## src/rtl/offchip_mem_bridge.sv

```systemverilog
// Bridges single-word memory requests onto a 48-bit SPI SRAM frame (mode 0).
// Each frame is 8-bit command, 24-bit byte address and 16 data bits, sent MSB first.
module offchip_mem_bridge #(
  parameter int CLK_DIV = 2
) (
  input  logic        clk,
  input  logic        rst_n,
  input  logic        mem_req,
  input  logic        memory_we,
  input  logic [15:0] address_in,
  input  logic [15:0] wdata,
  output logic [15:0] rdata,
  output logic        rd_valid,
  output logic        mem_ready,
  output logic        spi_cs_n,
  output logic        spi_sck,
  output logic        spi_mosi,
  input  logic        spi_miso
);

  typedef enum logic [2:0] {IDLE, CMD, ADDR, DATA, GAP} state_t;

  localparam logic [7:0] DIV_LAST = 8'(CLK_DIV - 1);
  localparam logic [7:0] CMD_WR   = 8'h02;
  localparam logic [7:0] CMD_RD   = 8'h03;

  state_t      state, state_nxt;
  logic [47:0] shift_q, shift_d;
  logic [5:0]  bit_cnt, bit_cnt_d;
  logic [7:0]  div_cnt, div_cnt_d;
  logic        is_read, is_read_d;
  logic [15:0] rx_q, rx_d;
  logic [15:0] rdata_d;
  logic        rd_valid_d, mem_ready_d, cs_n_d, sck_d, mosi_d;
  logic        div_end;
  logic [47:0] new_frame;

  assign new_frame = {memory_we ? CMD_WR : CMD_RD, 7'b0, address_in, 1'b0,
                      memory_we ? wdata : 16'h0000};
  assign div_end   = (div_cnt == DIV_LAST);

  always_ff @(posedge clk or negedge rst_n) begin
    if (!rst_n) begin
      state     <= IDLE;
      shift_q   <= '0;
      bit_cnt   <= '0;
      div_cnt   <= '0;
      is_read   <= 1'b0;
      rx_q      <= '0;
      rdata     <= '0;
      rd_valid  <= 1'b0;
      mem_ready <= 1'b1;
      spi_cs_n  <= 1'b1;
      spi_sck   <= 1'b0;
      spi_mosi  <= 1'b0;
    end else begin
      state     <= state_nxt;
      shift_q   <= shift_d;
      bit_cnt   <= bit_cnt_d;
      div_cnt   <= div_cnt_d;
      is_read   <= is_read_d;
      rx_q      <= rx_d;
      rdata     <= rdata_d;
      rd_valid  <= rd_valid_d;
      mem_ready <= mem_ready_d;
      spi_cs_n  <= cs_n_d;
      spi_sck   <= sck_d;
      spi_mosi  <= mosi_d;
    end
  end

  // Outputs are registered so SCK/MOSI/CS change on clean clk edges;
  // bit 47 is presented on acceptance and the rest shift out from shift_q.
  always_comb begin
    state_nxt   = state;
    shift_d     = shift_q;
    bit_cnt_d   = bit_cnt;
    div_cnt_d   = div_cnt;
    is_read_d   = is_read;
    rx_d        = rx_q;
    rdata_d     = rdata;
    rd_valid_d  = 1'b0;
    mem_ready_d = mem_ready;
    cs_n_d      = spi_cs_n;
    sck_d       = spi_sck;
    mosi_d      = spi_mosi;

    case (state)
      IDLE: begin
        if (mem_req) begin
          state_nxt   = CMD;
          shift_d     = {new_frame[46:0], 1'b0};
          mosi_d      = new_frame[47];
          cs_n_d      = 1'b0;
          sck_d       = 1'b0;
          mem_ready_d = 1'b0;
          bit_cnt_d   = '0;
          div_cnt_d   = '0;
          is_read_d   = ~memory_we;
        end
      end

      CMD, ADDR, DATA: begin
        if (!div_end) begin
          div_cnt_d = div_cnt + 8'd1;
        end else begin
          div_cnt_d = '0;
          if (!spi_sck) begin
            sck_d = 1'b1;
            if (state == DATA) rx_d = {rx_q[14:0], spi_miso};
          end else begin
            sck_d = 1'b0;
            if (bit_cnt == 6'd47) begin
              state_nxt  = GAP;
              cs_n_d     = 1'b1;
              mosi_d     = 1'b0;
              bit_cnt_d  = '0;
              rd_valid_d = is_read;
              if (is_read) rdata_d = rx_q;
            end else begin
              bit_cnt_d = bit_cnt + 6'd1;
              mosi_d    = shift_q[47];
              shift_d   = {shift_q[46:0], 1'b0};
              if (bit_cnt == 6'd7)  state_nxt = ADDR;
              if (bit_cnt == 6'd31) state_nxt = DATA;
            end
          end
        end
      end

      GAP: begin
        if (div_end) begin
          state_nxt   = IDLE;
          mem_ready_d = 1'b1;
          div_cnt_d   = '0;
        end else begin
          div_cnt_d = div_cnt + 8'd1;
        end
      end

      default: state_nxt = IDLE;
    endcase
  end

endmodule

```

## config.mk

```make
export PLATFORM = sky130hd
export DESIGN_NAME = offchip_mem_bridge
export DESIGN_NICKNAME = d
export VERILOG_FILES = /design/src/rtl/offchip_mem_bridge.sv
export SDC_FILE = /design/constraint.sdc
export NUM_CORES = 1
export LEC_CHECK = 0
export CELL_PAD_IN_SITES_DETAIL_PLACEMENT = 1
export CELL_PAD_IN_SITES_GLOBAL_PLACEMENT = 1
export CORE_MARGIN = 2
export CORE_UTILIZATION = 30
export DETAILED_ROUTE_END_ITERATION = 16
export PLACE_DENSITY_LB_ADDON = 0.1
export SLEW_MARGIN = 20
export SYNTH_ARGS = -nofsm -noshare
export SYNTH_HDL_FRONTEND = slang
export SYNTH_SLANG_ARGS = --single-unit
export TNS_END_PERCENT = 20
```

## constraint.sdc

```tcl
create_clock -name clk -period 2.4 [get_ports clk]
set_clock_uncertainty 0.2 [all_clocks]
set_input_delay 0.36 -clock clk [delete_from_list [all_inputs] [get_ports clk]]
set_output_delay 0.36 -clock clk [all_outputs]
set_load 0.01 [all_outputs]
```

==> metrics.txt, run 1 <==
outcome finished, final reports clean; largest net degree at the start of global routing 103; FF+latch count, synth 102; fin nets between 500 and 600; maximum clock insertion buffer count 2; final worst path period need about 2.2 ns; sequential area share after synthesis 52.2%; portion of synthesized cell area occupied by the leading cell type 51.1%; final-report hold violation count 0; Die Footprint between 0.015 and 0.02 mm2; First-pass DRT Iterations 4; Max Cap Violations 0; startpoint types register; top-count cell post-synth sky130_fd_sc_hd__dfrtp_1; fraction of final layout cells with drive strength greater than 1 22.0%; largest vdd supply drop 339 uV; share of async-settable or async-resettable flops after synthesis 100%; DP Wirelength about 7000 um; total via count in the routed design 3397; Synth Cell Area 0.00490 mm2; met3 usage in global routing 3.08%; clk_lat worst skew between 0.3 and 0.4 ns; clock tree from TritonCTS yes; fin area 0.00620 mm2; Setup Crit Path Kind reg -> reg; met2 demand-to-capacity share in global routing 22.0%; Most Crowded Layer GR met2; Clock H-tree levels 3; signed area change from the synthesized netlist to the final layout 26.6%; mean post-synth cell area 11.2 um2; global-route met1 utilization 17.5%; Power, Total 3460 uW; drt wl/cell 14.9 um; RePlAce Congestion 0.805; placeable core region 0.0159 mm2; Top Ports 58; Finish-stage setup viols 0; RSZ-0062 raised after global routing false; nets in the synthesized netlist 477; maximum fanout along the worst path 15; synthesis warning total 0; number of antenna violations at the first check in global routing 0; leakage power summed over all cells 0.00271 uW; fill cell instance count of the final layout 1760; number of vias per cell 4.65; post-route clock period utilization 91.8%; most frequent cells after synthesis sky130_fd_sc_hd__dfrtp_1, sky130_fd_sc_hd__nand2_1, sky130_fd_sc_hd__mux2_2, sky130_fd_sc_hd__mux2_1, sky130_fd_sc_hd__nand3_1; summed negative setup slack over all endpoints 0 ns; GRT Util Overall between 10 and 15%; cell type with the highest aggregate area in the netlist sky130_fd_sc_hd__dfrtp_1; first-pass GRT wire length 19000 um; Num CTS Buffers 9; Data arrival, critical path approximately 2.2 ns; Slew headroom between 60% and 70%; data required time at the worst endpoint roughly 2.4 ns; cell types with the largest area share after synthesis sky130_fd_sc_hd__dfrtp_1, sky130_fd_sc_hd__mux2_2, sky130_fd_sc_hd__nand2_1; pwr dens 558 mW/mm2; Gate Count Post-Synth between 400 and 500; Die Span Y roughly 130 um; Max Clk Rate 0.454 GHz; Routed Antenna Nets 0; Root Driver sky130_fd_sc_hd__clkbuf_16; number of max-slew violations in the final report 0; Die Width between 100 and 150 um; commonest register cell after synthesis sky130_fd_sc_hd__dfrtp_1; clk sinks 102; detailed-route wire length 10900 um; clock slew at reported path FFs approximately 0.070 ns; number of diodes added for antenna fixing 0; number of distinct library cell variants in the gate-level netlist after synthesis 51; number of synthesized flops with an enable pin 0; measured slew at the worst slew-check pin between 0.5 and 0.6 ns; class of the tightest hold or removal check reg -> reg; DRC violation total after the first TritonRoute iteration 87; kind of capture point of the worst setup path register; remaining design rule violation count 0; total of buffers placed on input and output ports 57; Initial Util 30.7%; via count of the first global-routing pass 3762; standard-cell row count 46; total cell area at the placement stage 0.00585 mm2; Overflow after GRT 0
-- cell usage in the layout (no fill, tap or decap), types with 3 or more instances in the layout --
| cell type | netlist | routed |
|---|---|---|
| sky130_fd_sc_hd__a211oi_1 | 3 | 3 |
| sky130_fd_sc_hd__a21oi_1 | 6 | 6 |
| sky130_fd_sc_hd__a22o_1 | 3 | 3 |
| sky130_fd_sc_hd__a31oi_1 | 5 | 5 |
| sky130_fd_sc_hd__and3_1 | 3 | 3 |
| sky130_fd_sc_hd__buf_12 | 0 | 4 |
| sky130_fd_sc_hd__buf_4 | 1 | 24 |
| sky130_fd_sc_hd__clkbuf_16 | 0 | 9 |
| sky130_fd_sc_hd__clkdlybuf4s50_1 | 0 | 56 |
| sky130_fd_sc_hd__dfrtp_1 | 100 | 100 |
| sky130_fd_sc_hd__ha_1 | 3 | 3 |
| sky130_fd_sc_hd__inv_1 | 15 | 15 |
| sky130_fd_sc_hd__inv_6 | 0 | 3 |
| sky130_fd_sc_hd__mux2_1 | 21 | 21 |
| sky130_fd_sc_hd__mux2_2 | 33 | 33 |
| sky130_fd_sc_hd__mux2_4 | 20 | 20 |
| sky130_fd_sc_hd__mux2i_1 | 12 | 12 |
| sky130_fd_sc_hd__nand2_1 | 99 | 99 |
| sky130_fd_sc_hd__nand3_1 | 21 | 21 |
| sky130_fd_sc_hd__nor2_1 | 17 | 17 |
| sky130_fd_sc_hd__o21ai_0 | 10 | 10 |
| sky130_fd_sc_hd__or2_2 | 3 | 3 |
-- where the power goes --
part           switching, uW  internal (uW)
Clock                    749            846
Sequential              8.75           1730
Combinational           61.9           71.2
-- flip-flops by register name (all words and copies together) (netlist names) --
register / count
spi_mosi: 1
spi_cs_n: 1
div_cnt: 8
rx_q: 16
bit_cnt: 6
mem_ready: 1
spi_sck: 1
rdata: 16
rd_valid: 1
shift_q: 47
state: 3
is_read: 1
-- worst max-delay path: stages, from the launching register on --
cell and delay [ns]:
sky130_fd_sc_hd__dfrtp_1 0.41, sky130_fd_sc_hd__ha_1 0.28, sky130_fd_sc_hd__nand3_1 0.14, sky130_fd_sc_hd__buf_4 0.15
sky130_fd_sc_hd__o21ai_2 0.09, sky130_fd_sc_hd__a21oi_4 0.20, sky130_fd_sc_hd__buf_4 0.27, sky130_fd_sc_hd__mux2_1 0.35
-- repair_timing --
item,4_1_cts,5_1_grt
resized for setup,0,1
hold buffers,1,0
endpoints found under the setup margin,0,54
setup buffers,0,1
endpoints found under the hold margin,100,0
-- path summary, 6_finish.rpt --
| check | start | end | slack (ns) | cells past startpoint |
|---|---|---|---|---|
| min in group asynchronous | rst_n | div_cnt[0]$_DFFE_PN0P_ | 0.42 | 3 |
| max in group asynchronous | rst_n | shift_q[18]$_DFFE_PN0P_ | 1.19 | 3 |
| setup reg to reg | bit_cnt[0]$_DFFE_PN0P_ | shift_q[32]$_DFFE_PN0P_ | 0.20 | 7 |
| hold / removal | shift_q[28]$_DFFE_PN0P_ | shift_q[28]$_DFFE_PN0P_ | 0.29 | 1 |
| setup / recovery | bit_cnt[0]$_DFFE_PN0P_ | shift_q[32]$_DFFE_PN0P_ | 0.20 | 7 |
| hold reg to reg | shift_q[28]$_DFFE_PN0P_ | shift_q[28]$_DFFE_PN0P_ | 0.29 | 1 |
-- cell type report --
cell class,count,area [um2],area share (%)
clock buffers,9,225,3.63
well taps,216,270,4.36
clock inverters,7,100,1.61
inverters,15,56.3,0.908
multi-input cells,296,2160,34.9
flip-flops and latches,102,2550,41.2
repair buffers,85,831,13.4
-- cell families after synthesis --
group | share of synthesized area (%)
xor gates and xnor gates | 0.358
and+or+nand+nor | 15.5
muxes | 21.0
AOI/OAI and AO/OA | 6.06
buffers and inverters | 4.14
adders and majority gates | 0.767
DFF | 52.2
-- per-stage QoR --
step	worst slack [ns]	util (%)	instances	hold slack (ns)
2_1_floorplan	0.277	-	437	-0.136
3_3_place_gp	0.0662	36.7	712	0.269
3_5_place_dp	0.0482	36.7	712	0.275
4_1_cts	0.0308	38.8	729	0.293
5_1_grt	0.0283	38.9	730	0.307
6_report	0.196	38.9	730	0.289
-- metal layers --
metal	vias up	routed length, um
li1	1642	-
met1	1701	5160
met2	43	5230
met3	11	323
met4	0	189
met5	-	0
Power figures use the tool's default switching activity.
==> run 2: changes to the inputs <==
CORE_UTILIZATION = 40   (was 30)
SETUP_SLACK_MARGIN = 0.05   (was unset)
==> metrics.txt, run 2 (synthesis results as in run 1) <==
Die Width 115 um (-13%); Initial Util 40.9% (+10 points); total of buffers placed on input and output ports 57 (unchanged); RSZ-0062 raised after global routing true; largest registers ranked by flip-flop count shift_q (47), rdata (16), rx_q (16); register with the most flip-flops shift_q; remaining design rule violation count 0 (unchanged); standard-cell row count 40 (-13%); maximum clock insertion buffer count 2 (unchanged); fraction of final layout cells with drive strength greater than 1 23.8% (+1.8 points); Slew headroom 65.1% (+2.1 points); number of max-slew violations in the final report 0 (unchanged); reg2reg path depth 6 (-1); Clock H-tree levels 3 (unchanged); drt wl/cell 16.2 um (+8.5%); Max Clk Rate 0.445 GHz (-2.0%); number of standard cells in the layout, taps in and fillers out 669 (-8.4%); clock tree from TritonCTS yes; fin nets 558 (+1.6%); setup slack of the most critical reg-to-reg path 0.15 ns (-0.05 ns); measured slew at the worst slew-check pin 0.522 ns (-0.0334 ns); Crit path largest cell delay 0.46 ns (+0.05 ns); Data arrival, critical path 2.28 ns (+0.04 ns); Cell Count Post-Placement 643 (-9.7%); Die Footprint 0.0131 mm2 (-24%); final worst path period need 2.25 ns (+0.0459 ns); worst hold-check slack 0.282 ns (-0.00700 ns); class of the tightest hold or removal check in -> async; kind of capture point of the worst setup path register; outcome finished, final reports clean; max FFs per register 47 (unchanged); beginning of the worst register-to-register path div_cnt[3]$_DFFE_PN0P_; GRT Util Overall 17.3% (+3.8 points); final-report hold violation count 0 (unchanged); number of antenna violations at the first check in global routing 0 (unchanged); fill cell instance count of the final layout 1283 (-27%); pwr dens 528 mW/mm2 (-5.4%); detailed-route wire length 10800 um (-0.55%); Root Driver sky130_fd_sc_hd__clkbuf_16; Max Cap Violations 0 (unchanged); most frequent cells in the layout sky130_fd_sc_hd__nand2_1, sky130_fd_sc_hd__dfrtp_1, sky130_fd_sc_hd__clkdlybuf4s50_1; DP Wirelength 7120 um (-0.42%); total via count in the routed design 3471 (+2.2%); DRC violation total after the first TritonRoute iteration 92 (+5.7%); sequence of cells on the critical path nor4_4 > a31oi_2 > a21oi_4 > buf_12 > clkbuf_16 > mux2_2; Setup Crit Path Kind reg -> reg; data required time at the worst endpoint 2.43 ns (about the same); Power, Total 3270 uW (-5.4%); maximum fanout along the worst path 6 (-9); largest net degree at the start of global routing 51 (-50%); worst r2r dst shift_q[41]$_DFFE_PN0P_; startpoint types register; summed negative setup slack over all endpoints 0 ns (unchanged); post-route clock period utilization 93.7% (+1.9 points); Overflow after GRT 0 (unchanged); clk sinks 102 (unchanged); slowest CP cell sky130_fd_sc_hd__nor4_4; via count of the first global-routing pass 3688 (-2.0%); Routed Antenna Nets 0 (unchanged); signed area change from the synthesized netlist to the final layout 26.7% (about the same); clk_lat worst skew 0.35 ns (about the same); leakage power summed over all cells 0.00275 uW (+1.5%); RePlAce Congestion 0.770 (-4.3%); placeable core region 0.0120 mm2 (-25%); First-pass DRT Iterations 4 (unchanged); Die Span Y 115 um (-13%); area taken by multi-input logic gates 0.00216 mm2 (unchanged); Top Ports 58 (unchanged); largest vdd supply drop 367 uV (+8.3%); number of diodes added for antenna fixing 0 (unchanged); first-pass GRT wire length 17900 um (-5.7%); number of vias per cell 5.19 (+11%); clock slew at reported path FFs 0.07 ns (about the same); Finish-stage setup viols 0 (unchanged); combined flip-flop and latch cell area 0.00256 mm2 (about the same); Num CTS Buffers 9 (unchanged)
## run 2: per-stage QoR
stage | util (%) | setup slack [ns] | cell area (um2)
floorplan | - | 0.277 | 4900
global placement | 48.3 | 0.0656 | 5770
detailed placement | 48.3 | 0.0324 | 5770
CTS | 50.7 | 0.116 | 6070
global route | 51.9 | 0.0401 | 6200
finish | 51.9 | 0.150 | 6200
## run 2: report_power, final
part	switching [uW]	internal, uW	total (uW)
combinational	63.6	73.1	137
sequential	8.65	1730	1730
clock	689	715	1400
## run 2: worst max path at each step
stage | start | to | slack (ns)
after CTS | div_cnt[0]$_DFFE_PN0P_ | rx_q[10]$_DFFE_PN0P_ | 0.12
after global routing | div_cnt[1]$_DFFE_PN0P_ | shift_q[10]$_DFFE_PN0P_ | 0.04
after detailed placement | div_cnt[0]$_DFFE_PN0P_ | rx_q[7]$_DFFE_PN0P_ | 0.03
after global placement | div_cnt[0]$_DFFE_PN0P_ | rx_q[9]$_DFFE_PN0P_ | 0.07
final | div_cnt[3]$_DFFE_PN0P_ | shift_q[41]$_DFFE_PN0P_ | 0.15
after floorplan | state[2]$_DFFE_PN0P_ | shift_q[39]$_DFFE_PN0P_ | 0.28
## run 2: final cells by class
cell class                 count  area share, %
inverter                      15          0.907
clock inverter                 6          0.847
multi-input combinational    296           34.9
sequential                   102           41.2
tap                          147           2.96
clock buffer                   9           3.63
timing repair buffer          94           15.6
## run 2: layer usage
layer / up-vias / wire, um / global-route usage (%)
met5: - / 0 / 0
met4: 0 / 106 / 5.12
met3: 8 / 288 / 4.24
met2: 41 / 5350 / 28.8
met1: 1764 / 5090 / 22.5
li1: 1658 / - / -
## run 2: repair_timing
item	CTS	global route
resized for setup	1	3
buffers inserted	0	6
cloned	0	4
setup endpoints to repair	16	35
endpoints found under the hold margin	26	0
hold buffers	1	0
## run 2: critical path: cells and delay by family (launching register included)
family	cells	cell delay, ns
muxes	1	0.32
AOI/OAI and AO/OA	2	0.39
and+or+nand+nor	1	0.46
buffers and inverters	2	0.31
DFF	1	0.45
==> run 3: changes to the inputs <==
==> constraint.sdc (replaced) <==
create_clock -name clk -period 2.4 [get_ports clk]
set_clock_uncertainty 0.2 [all_clocks]
set_input_delay 0.48 -clock clk [delete_from_list [all_inputs] [get_ports clk]]
set_output_delay 0.48 -clock clk [all_outputs]
set_load 0.01 [all_outputs]
==> metrics.txt, run 3 (synthesis results as in run 1) <==
Overflow after GRT 0 (unchanged); detailed-route wire length 10900 um (+0.91%); Top Ports 58 (unchanged); fin area 0.00612 mm2 (-1.3%); number of antenna violations at the first check in global routing 0 (unchanged); total of buffers placed on input and output ports 57 (unchanged); clk sinks 102 (unchanged); Routed Antenna Nets 0 (unchanged); DP Wirelength 7270 um (+2.1%); number of max-slew violations in the final report 0 (unchanged); remaining design rule violation count 0 (unchanged); pwr dens 548 mW/mm2 (+3.8%); fill cell instance count of the final layout 1276 (-0.55%); fin nets 549 (-1.6%); outcome finished, final reports clean; most frequent cells in the layout sky130_fd_sc_hd__dfrtp_1, sky130_fd_sc_hd__nand2_1, sky130_fd_sc_hd__clkdlybuf4s50_1; Max Cap Violations 0 (unchanged); largest vdd supply drop 444 uV (+21%); fraction of final layout cells with drive strength greater than 1 22.0% (-1.8 points); Die Span Y 115 um (unchanged); final worst path period need 2.23 ns (-0.0160 ns); Num CTS Buffers 9 (unchanged); maximum fanout along the worst path 16 (+10); GRT Util Overall 17.9% (+0.57 points); kind of capture point of the worst setup path register; placeable core region 0.0120 mm2 (unchanged); Die Footprint 0.0131 mm2 (unchanged); number of vias per cell 5.25 (+1.2%); signed area change from the synthesized netlist to the final layout 25.0%; Die Width 115 um (unchanged); DRC violation total after the first TritonRoute iteration 155 (+68%); total via count in the routed design 3469 (-0.058%); max FFs per register 47 (unchanged); summed negative setup slack over all endpoints 0 ns (unchanged); measured slew at the worst slew-check pin 0.547 ns (+0.0247 ns); final-report hold violation count 0 (unchanged); Max Clk Rate 0.448 GHz (+0.72%); maximum clock insertion buffer count 2 (unchanged); Clock H-tree levels 3 (unchanged); data required time at the worst endpoint 2.44 ns (about the same); Slew headroom 63.4% (-1.7 points); total cell area at the placement stage 0.00579 mm2 (+0.30%); largest net degree at the start of global routing 45 (-12%); number of diodes added for antenna fixing 0 (unchanged); most common cell after layout, fill and taps aside sky130_fd_sc_hd__dfrtp_1; RePlAce Congestion 0.796 (+3.4%); clock slew at reported path FFs 0.08 ns (about the same); worst hold-check slack 0.291 ns (+0.00840 ns); drt wl/cell 16.5 um (+2.1%); register with the most flip-flops shift_q; RSZ-0062 raised after global routing false; Initial Util 40.9% (unchanged); Root Driver sky130_fd_sc_hd__clkbuf_16; Data arrival, critical path 2.27 ns (about the same); clk_lat worst skew 0.35 ns (about the same); via count of the first global-routing pass 3705 (+0.46%); post-route clock period utilization 93.1% (-0.67 points); leakage power summed over all cells 0.00271 uW (-1.3%); Setup Crit Path Kind reg -> reg; largest registers ranked by flip-flop count shift_q (47), rdata (16), rx_q (16); first-pass GRT wire length 18600 um (+3.6%); Finish-stage setup viols 0 (unchanged); class of the tightest hold or removal check reg -> reg; startpoint types register; standard-cell row count 40 (unchanged); clock tree from TritonCTS yes; First-pass DRT Iterations 4 (unchanged)
[run 3: area by class of cell]
class	count	area, um2	area share (%)
Clock buffer	10	239	3.90
Clock inverter	6	62.6	1.02
Inverter	15	56.3	0.920
Multi-Input combinational cell	296	2160	35.2
Sequential cell	102	2550	41.7
Tap cell	147	184	3.00
Timing Repair Buffer	85	868	14.2
[run 3: final timing paths]
check,startpoint,endpoint,slack [ns],cells past startpoint
worst max register to register,div_cnt[1]$_DFFE_PN0P_,rx_q[13]$_DFFE_PN0P_,0.17,8
max in group asynchronous,rst_n,shift_q[7]$_DFFE_PN0P_,0.94,3
min in group asynchronous,rst_n,shift_q[34]$_DFFE_PN0P_,0.45,2
worst max-delay path,div_cnt[1]$_DFFE_PN0P_,rx_q[13]$_DFFE_PN0P_,0.17,8
worst min register to register,shift_q[37]$_DFFE_PN0P_,shift_q[37]$_DFFE_PN0P_,0.29,1
worst min-delay path,shift_q[37]$_DFFE_PN0P_,shift_q[37]$_DFFE_PN0P_,0.29,1
[run 3: per-layer routing]
metal	wire length, um	global-route usage, %	vias up	part of all wire [%]
met2	5470	30.7	48	50
met4	206	6.59	0	1.9
met1	4900	22.3	1756	45
met3	365	3.71	18	3.3
li1	-	-	1647	-
met5	0	0	-	0
[run 3: per-stage QoR]
step | power, uW | util, % | std cells | setup slack, ns
2_1_floorplan | 1790 | - | 437 | 0.277
5_1_grt | 3480 | 51.2 | 661 | 0.0370
4_1_cts | 3400 | 51.0 | 659 | 0.0754
6_report | 3360 | 51.2 | 661 | 0.166
3_3_place_gp | 1910 | 48.4 | 642 | 0.0191
3_5_place_dp | 1910 | 48.4 | 642 | 0.0164
[run 3: timing repair]
action | in CTS | in global routing
resized for setup | 0 | 1
setup endpoints to repair | 0 | 54
hold endpoints to repair | 35 | 0
hold buffers | 1 | 0
buffers inserted | 0 | 2
[run 3: where the power goes]
part	switching [uW]	internal [uW]	total, uW
logic	63.5	75.5	139
registers	8.89	1730	1730
clock network	719	763	1480
total	792	2560	3360
[run 3: critical path: stages, from the launching register on]
cell                      delay (ns)
sky130_fd_sc_hd__dfrtp_1        0.38
sky130_fd_sc_hd__inv_1          0.06
sky130_fd_sc_hd__ha_1           0.15
sky130_fd_sc_hd__nor3b_4        0.31
sky130_fd_sc_hd__and2_1         0.26
sky130_fd_sc_hd__buf_4          0.16
sky130_fd_sc_hd__nand4_4        0.11
sky130_fd_sc_hd__buf_12         0.19
sky130_fd_sc_hd__mux2_4         0.30
